`src/rtl/branch_resolve_unit_pkg.sv`:
```
// Shared constants and one-shot state encoding for the branch resolve unit.
package branch_resolve_unit_pkg;

  localparam int PC_W_DEF     = 32;
  localparam int SLOT_OFS_DEF = 8;

  typedef enum logic {
    OS_IDLE  = 1'b0,
    OS_FIRED = 1'b1
  } os_state_t;

endpackage

```
`src/rtl/branch_resolve_unit_oneshot_stage_ctrl.sv`:
```
// Emits one pulse per instruction instance occupying a pipeline stage,
// however long that stage is held.
module oneshot_stage_ctrl
  import branch_resolve_unit_pkg::*;
(
  input  logic clk,
  input  logic rst,
  input  logic trigger,
  input  logic hold,
  input  logic advance,
  output logic pulse
);

  os_state_t state;
  os_state_t state_next;

  always_ff @(posedge clk) begin
    if (rst) state <= OS_IDLE;
    else     state <= state_next;
  end

  always_comb begin
    state_next = state;
    case (state)
      OS_IDLE:  if (trigger && hold) state_next = OS_FIRED;
      OS_FIRED: if (advance)         state_next = OS_IDLE;
      default:                       state_next = OS_IDLE;
    endcase
  end

  // Gated by rst so a stage still holding stale content cannot fire during reset.
  always_comb begin
    pulse = !rst && trigger && (state == OS_IDLE);
  end

endmodule

```
`src/rtl/branch_resolve_unit.sv`:
```
// Carries branch predictions D->E->M, flags mispredicts in E, issues one
// predictor training update per retired branch in M, and counts both.
module branch_resolve_unit
  import branch_resolve_unit_pkg::*;
#(
  parameter int PC_W     = PC_W_DEF,
  parameter int CNT_W    = 32,
  parameter int SLOT_OFS = SLOT_OFS_DEF
) (
  input  logic             clk,
  input  logic             rst,
  input  logic             stallE,
  input  logic             flushE,
  input  logic             stallM,
  input  logic             flushM,
  input  logic             branchD,
  input  logic             pred_takeD,
  input  logic [PC_W-1:0]  pcD,
  input  logic [PC_W-1:0]  targetD,
  input  logic             actual_takeE,
  output logic             pred_wrongE,
  output logic [PC_W-1:0]  redirect_pcE,
  output logic             branchM,
  output logic             actual_takeM,
  output logic [PC_W-1:0]  pcM,
  output logic [CNT_W-1:0] branch_cnt,
  output logic [CNT_W-1:0] mispred_cnt
);

  logic            validE, branchE, predE;
  logic [PC_W-1:0] pcE, targetE;
  logic            validM, mispredM;
  logic            mismatchE;

  always_ff @(posedge clk) begin
    if (rst) begin
      validE  <= 1'b0;
      branchE <= 1'b0;
      predE   <= 1'b0;
      pcE     <= '0;
      targetE <= '0;
    end else if (flushE) begin
      validE  <= 1'b0;
    end else if (!stallE) begin
      validE  <= 1'b1;
      branchE <= branchD;
      predE   <= pred_takeD;
      pcE     <= pcD;
      targetE <= targetD;
    end
  end

  assign mismatchE = validE && branchE && (predE != actual_takeE);

  oneshot_stage_ctrl u_e_ctrl (
    .clk     (clk),
    .rst     (rst),
    .trigger (mismatchE),
    .hold    (stallE && !flushE),
    .advance (!stallE || flushE),
    .pulse   (pred_wrongE)
  );

  // Only meaningful alongside the pulse; held at zero otherwise.
  always_comb begin
    redirect_pcE = '0;
    if (pred_wrongE)
      redirect_pcE = actual_takeE ? targetE : (pcE + PC_W'(SLOT_OFS));
  end

  always_ff @(posedge clk) begin
    if (rst) begin
      validM       <= 1'b0;
      actual_takeM <= 1'b0;
      pcM          <= '0;
      mispredM     <= 1'b0;
    end else if (flushM) begin
      validM       <= 1'b0;
    end else if (!stallM) begin
      validM       <= validE && branchE;
      actual_takeM <= actual_takeE;
      pcM          <= pcE;
      mispredM     <= mismatchE;
    end
  end

  oneshot_stage_ctrl u_m_ctrl (
    .clk     (clk),
    .rst     (rst),
    .trigger (validM),
    .hold    (stallM && !flushM),
    .advance (!stallM || flushM),
    .pulse   (branchM)
  );

  always_ff @(posedge clk) begin
    if (rst) begin
      branch_cnt  <= '0;
      mispred_cnt <= '0;
    end else if (branchM) begin
      if (branch_cnt != '1)
        branch_cnt <= branch_cnt + CNT_W'(1);
      if (mispredM && (mispred_cnt != '1))
        mispred_cnt <= mispred_cnt + CNT_W'(1);
    end
  end

endmodule

```
`config.mk`:
```
export PLATFORM = sky130hd
export DESIGN_NAME = branch_resolve_unit
export DESIGN_NICKNAME = d
export VERILOG_FILES = /design/src/rtl/branch_resolve_unit_pkg.sv /design/src/rtl/branch_resolve_unit_oneshot_stage_ctrl.sv /design/src/rtl/branch_resolve_unit.sv
export SDC_FILE = /design/constraint.sdc
export NUM_CORES = 1
export LEC_CHECK = 0
export BUFFER_PORTS_ARGS = -buffer_cell sky130_fd_sc_hd__buf_2
export CELL_PAD_IN_SITES_DETAIL_PLACEMENT = 2
export CELL_PAD_IN_SITES_GLOBAL_PLACEMENT = 2
export CORE_ASPECT_RATIO = 0.75
export CORE_MARGIN = 3
export CORE_UTILIZATION = 32
export CTS_CLUSTER_SIZE = 40
export DETAILED_ROUTE_END_ITERATION = 16
export GPL_ROUTABILITY_DRIVEN = 0
export PLACE_DENSITY_LB_ADDON = 0.1
export SKIP_LAST_GASP = 1
export SLEW_MARGIN = 20
export SYNTH_ARGS = -nofsm -noshare
export SYNTH_HDL_FRONTEND = slang
export SYNTH_HIERARCHICAL = 1
export SYNTH_SLANG_ARGS = --single-unit
```
`constraint.sdc`:
```
create_clock -name clk -period 6.3 [get_ports clk]
set_input_delay 0 -clock clk [delete_from_list [all_inputs] [get_ports clk]]
set_output_delay 0 -clock clk [all_outputs]
set_load 0.02 [all_outputs]
```
* Word-level counts from Yosys, hierarchy flattened
Cells that the tools add are included.
** Cells by class
- Eq/ne operators :: 3
- Reductions and logical operators :: 24
- $add $sub $neg :: 3
- Bitwise gates (word level) :: 6
- Muxes and demuxes :: 8
** Operators with widths (number)
- $add 32x1->32 const B :: 2
- $mux 32 :: 2
- $ne 32x32->1 const B :: 2
- $add 32x4->32 const B :: 1
- $logic_and 1x1->1 :: 11
- $reduce_and 2->1 :: 4
- $not 1->1 :: 6
- $logic_not 1->1 :: 5
- $mux 1 :: 4
- $pmux 1 s2 :: 2
- $reduce_or 2->1 :: 2
- $logic_or 1x1->1 :: 2
- $ne 1x1->1 :: 1
** Storage, ports and cells
- Input port bits :: 73
- Register bits after elaboration :: 168
- Output and inout port bits :: 131

* Depth between registers and ports, before layout
- Depth in word-level cells :: 5
- Gate-level depth with buffers :: 8
- Mapped depth without buffers :: 6

* Cells and area by module
Netlist, hierarchy kept.
** By module, submodules not included
- branch_resolve_unit :: cells each 1016, times used 1, area an instance 7812.5 um2
- oneshot_stage_ctrl :: cells each 5, times used 2, area an instance 46.3 um2

* Worst setup path after synthesis
Ideal clock, no wire load.
- Kind :: flip-flop to flip-flop
- From :: register validM
- To :: register mispred_cnt[24]
- Arrival time :: 2543 ps
- Setup slack :: 3687 ps
- Required time :: 6230 ps
- Period minus slack after synthesis :: 2613 ps
- Path buffers :: 1
- Cell stages (with the launch flop) :: 8
- Cells stage by stage :: dfxtp_1 nor3b_1 clkbuf_8 and4_1 nand4_1 or4_1 or3_1 a21oi_1
** Between the ends
- Longest elaborated chain between the ends :: 3
** RTL lines
- start: declaration :: RTL line branch_resolve_unit.sv:32 : logic validM, mispredM;
- start signal: assignment :: RTL line branch_resolve_unit.sv:80 : validM <= validE && branchE;
- $logic_and 1x1->1 (2 in series) :: RTL line branch_resolve_unit_oneshot_stage_ctrl.sv:33 : pulse = !rst && trigger && (state == OS_IDLE);
- net branchM :: RTL line branch_resolve_unit.sv:23 : output logic branchM,
- $reduce_and 2->1 (no source line)
- end signal: assignment :: RTL line branch_resolve_unit.sv:104 : mispred_cnt <= mispred_cnt + CNT_W'(1);
- end: declaration :: RTL line branch_resolve_unit.sv:27 : output logic [CNT_W-1:0] mispred_cnt
The timed path passes the listed nets, and every way through them passes these cells.
A chain may end at the register's enable or synchronous reset.

* Worst setup path in the final report
- From :: register predE
- To :: output port redirect_pcE[31]
** Between the ends
- Longest elaborated chain between the ends :: 5
** RTL lines
- start: declaration :: RTL line branch_resolve_unit.sv:30 : logic validE, branchE, predE;
- start signal: assignment :: RTL line branch_resolve_unit.sv:47 : predE <= pred_takeD;
- $ne 1x1->1 :: RTL line branch_resolve_unit.sv:53 : assign mismatchE = validE && branchE && (predE != actual_takeE);
- $logic_and 1x1->1 :: RTL line branch_resolve_unit.sv:53
- net mismatchE :: RTL line branch_resolve_unit.sv:33 : logic mismatchE;
- $logic_and 1x1->1 (2 in series) :: RTL line branch_resolve_unit_oneshot_stage_ctrl.sv:33
- $mux 32 :: RTL line branch_resolve_unit.sv:67 : if (pred_wrongE)
- end: declaration :: RTL line branch_resolve_unit.sv:22 : output logic [PC_W-1:0] redirect_pcE,
The timed path passes the listed nets, and every way through them passes these cells.

==> impl_metrics.env <==
export IMPL_grt_remaining_overflow=0
export IMPL_outcome="completed"
export IMPL_required_ns=6.30
export IMPL_drt_pre_antenna_iters=4
export IMPL_synth_area_per_cell_um2=7.70
export IMPL_clockBufferDepth=2
export IMPL_critPathKind="reg2out"
export IMPL_gate_family_responsible_for_the_most_delay_along_the_worst_path="simple AND/OR/NAND/NOR gates"
export IMPL_synth_most_common_cell="nand2_1"
export IMPL_synth_distinct_cells=52
export IMPL_pin_count_of_the_biggest_net_entering_global_routing=103
export IMPL_cts_reportedPaths_clkPinSlew_ns=0.07
export IMPL_grt_first_pass_wirelength_um=50600
export IMPL_internal_power_mw=1.85
export IMPL_path_buf_inv=2
export IMPL_clock_fmax_mhz=343
export IMPL_synth_largest_area_cell="dfxtp_1"
export IMPL_fin_worst_hold_slack_ns=0.0725
export IMPL_netlist_top_cells_area="dfxtp_1, nand2_1, a21oi_1"
export IMPL_synth_warning_count=6
export IMPL_final_setup_tns_ns=0
export IMPL_post_synth_edffs=0
export IMPL_critical_path_cell_chain="xnor2_1 -> nor2_1 -> nor3b_2 -> buf_4 -> o21ai_0 -> a211oi_1 -> buf_2"
export IMPL_synth_net_count=1102
export IMPL_finalHoldViolations=0
export IMPL_worstSkewPairLatency_ns=0.44
export IMPL_die_span_x_um=187
export IMPL_post_route_cell_area_mm2=0.0105
export IMPL_timing_hold_worst_class="in2reg"
export IMPL_cp_arrival_ns=2.91
export IMPL_power_per_cell_area_mw_per_mm2=232
export IMPL_timing_critical_path_to_type="primary output"
export IMPL_core_box_area_mm2=0.0242
export IMPL_io_buffers=203
export IMPL_clock_sinks=168
export IMPL_power_switching_share_pct=23.7
export IMPL_clock_root_buffer="clkbuf_16"
export IMPL_cts_resized_gates=0
export IMPL_routed_wirelength_um=31800
export IMPL_syn_area_mm2=0.00791
export IMPL_top_level_ports=204
export IMPL_half_perimeter_wire_length_after_placement_um=20400
export IMPL_flow_area_growth_from_synthesis_pct=32.4
export IMPL_drc=0
export IMPL_maxSlewViolCount=0
export IMPL_p_leak_nw=4.09
export IMPL_timing_clock_skew_ns=0.0121
export IMPL_drt_antenna_violating_nets=0
export IMPL_post_drt_via_cell_ratio=5.23
export IMPL_critical_path_startpoint_type="register"
export IMPL_cts_made_buffers=17
export IMPL_cts_hold_buf=71
export IMPL_worst_max_slew_pin_slew_ns=1.02
export IMPL_path_max_fanout=22
export IMPL_synth_async_reset_ratio_pct=0
export IMPL_power_clock_fraction_pct=47.0
export IMPL_grt_antenna_before_repair=1
export IMPL_rsz0062_at_grt="no"
export IMPL_seq_area_frac_synth_pct=42.5
export IMPL_synth_seq_cells=168
export IMPL_net_switching_power_uw=576
export IMPL_synthCells=1026
export IMPL_num_vias=8406
export IMPL_die_height_um=142
export IMPL_place_area_mm2=0.00914
export IMPL_worst_ir_drop_vdd_mv=0.204
export IMPL_post_synth_most_frequent_cells="nand2_1, dfxtp_1, a21oi_1, o21ai_0, clkbuf_1"
export IMPL_finalCriticalPeriod_ns=2.91
export IMPL_die_area_mm2=0.0266
export IMPL_grt_pass1_vias=8891
export IMPL_crit_path_top_delay_cell="nor3b_2"
export IMPL_critPathMaxStageDelay_ns=0.77
export IMPL_total_setup_violations_reported_at_the_end_of_the_flow=0
export IMPL_num_nets_final=1339
export IMPL_rows=49
export IMPL_layout_drive_gt1_share_pct=21.2
export IMPL_max_cap_violations=0
export IMPL_final_critical_path_share_of_the_clock_period_pct=46.2
export IMPL_power_frac_comb_pct=7.2
export IMPL_detail_route_iter0_violations=375
export IMPL_tritoncts="built"
export IMPL_number_of_post_cts_setup_repair_buffers=0
export IMPL_yosys_area_top_type_share_pct=42.5
export IMPL_drt_wirelength_per_cell_um=19.8
export IMPL_dominantRegCellSynth="dfxtp_1"
export IMPL_pwr_share_seq_pct=45.8
export IMPL_cts_htree_levels=4
export IMPL_grtUsageTotal_pct=23.7
export IMPL_initial_core_util_pct=32.7
export IMPL_worst_case_headroom_to_the_max_slew_limit_pct=31.7
-- logic make-up after synthesis --
kind of cell | Yosys count | share of synthesized area (%)
DFF | 168 | 42.5
buffers and inverters | 75 | 4.19
adders and majority gates | 3 | 0.475
xor gates and xnor gates | 32 | 3.55
muxes | 15 | 2.04
AOI/OAI and AO/OA | 252 | 17.1
and+or+nand+nor | 481 | 30.1
-- power groups by stage --
stage / sequential [mW] / combinational [mW] / clock (mW)
2_1_floorplan: 1.13 / 0.0788 / 0
3_3_place_gp: 1.13 / 0.133 / 0
3_5_place_dp: 1.13 / 0.137 / 0
4_1_cts: 1.11 / 0.172 / 1.17
5_1_grt: 1.11 / 0.193 / 1.22
6_report: 1.11 / 0.174 / 1.14
-- final cells by class --
cell class / instances / area [um^2]
clock inverter: 8 / 144
tap: 331 / 414
inverter: 12 / 45.0
multi-input combinational: 783 / 4240
timing repair buffer: 281 / 1790
clock buffer: 22 / 474
sequential: 168 / 3360
fill: 2813 / 13700
antenna: 1 / 2.50
-- cell usage in the layout, fill, tap and decap left out, types with 11 or more instances in the layout --
cell type,count
or4_1,13
clkbuf_16,17
a21oi_1,166
buf_2,202
xor2_1,13
nor3_1,11
nand2_1,239
and4_1,11
or3_1,31
nor2_1,41
nor2b_1,13
dlygate4sd3_1,71
o21ai_0,56
nand3_1,38
dfxtp_1,168
o31ai_1,13
xnor2_1,19
and2_1,13
inv_1,12
nand4_1,27
-- per-stage QoR --
| step | power [mW] | cells | utilization (%) | worst slack [ns] |
|---|---|---|---|---|
| floorplan | 1.21 | 1026 | - | 3.69 |
| global placement | 1.27 | 1504 | 37.8 | 3.54 |
| detailed placement | 1.27 | 1504 | 37.8 | 3.45 |
| CTS | 2.45 | 1605 | 43.3 | 3.38 |
| global route | 2.53 | 1606 | 43.3 | 3.14 |
| finish | 2.43 | 1606 | 43.3 | 3.39 |
-- worst register-to-register path, delay by kind of cell (launching register included) --
family	cells	cell delay (ns)
AO/OA/AOI/OAI	1	0.14
AND/OR/NAND/NOR	5	2.31
flip-flops	1	0.34
-- metal layers --
layer | part of all wire, % | up-vias | GRT usage [%]
met1 | 48 | 4165 | 32.3
met3 | 3.3 | 23 | 4.11
met4 | 1.1 | 0 | 4.89
li1 | - | 4053 | -
met2 | 47 | 165 | 39.8
met5 | 0 | - | 0
-- worst paths after layout --
check | startpoint | to | slack, ns | depth (start not counted)
worst max-delay path | predE | redirect_pcE[31] | 3.39 | 7
worst min-delay path | rst | mispred_cnt[18] | 0.07 | 2
worst max register to register | u_m_ctrl/state | mispred_cnt[24] | 3.45 | 6
worst min register to register | pcM[17] | pcM[17] | 0.45 | 2
-- flip-flops by register name, summed over array words and instances (netlist names), 32 cells and up --
register,flops
pcE,32
targetE,32
mispred_cnt,32
branch_cnt,32
pcM,32
Note: power is estimated with default switching activity, not from simulation.
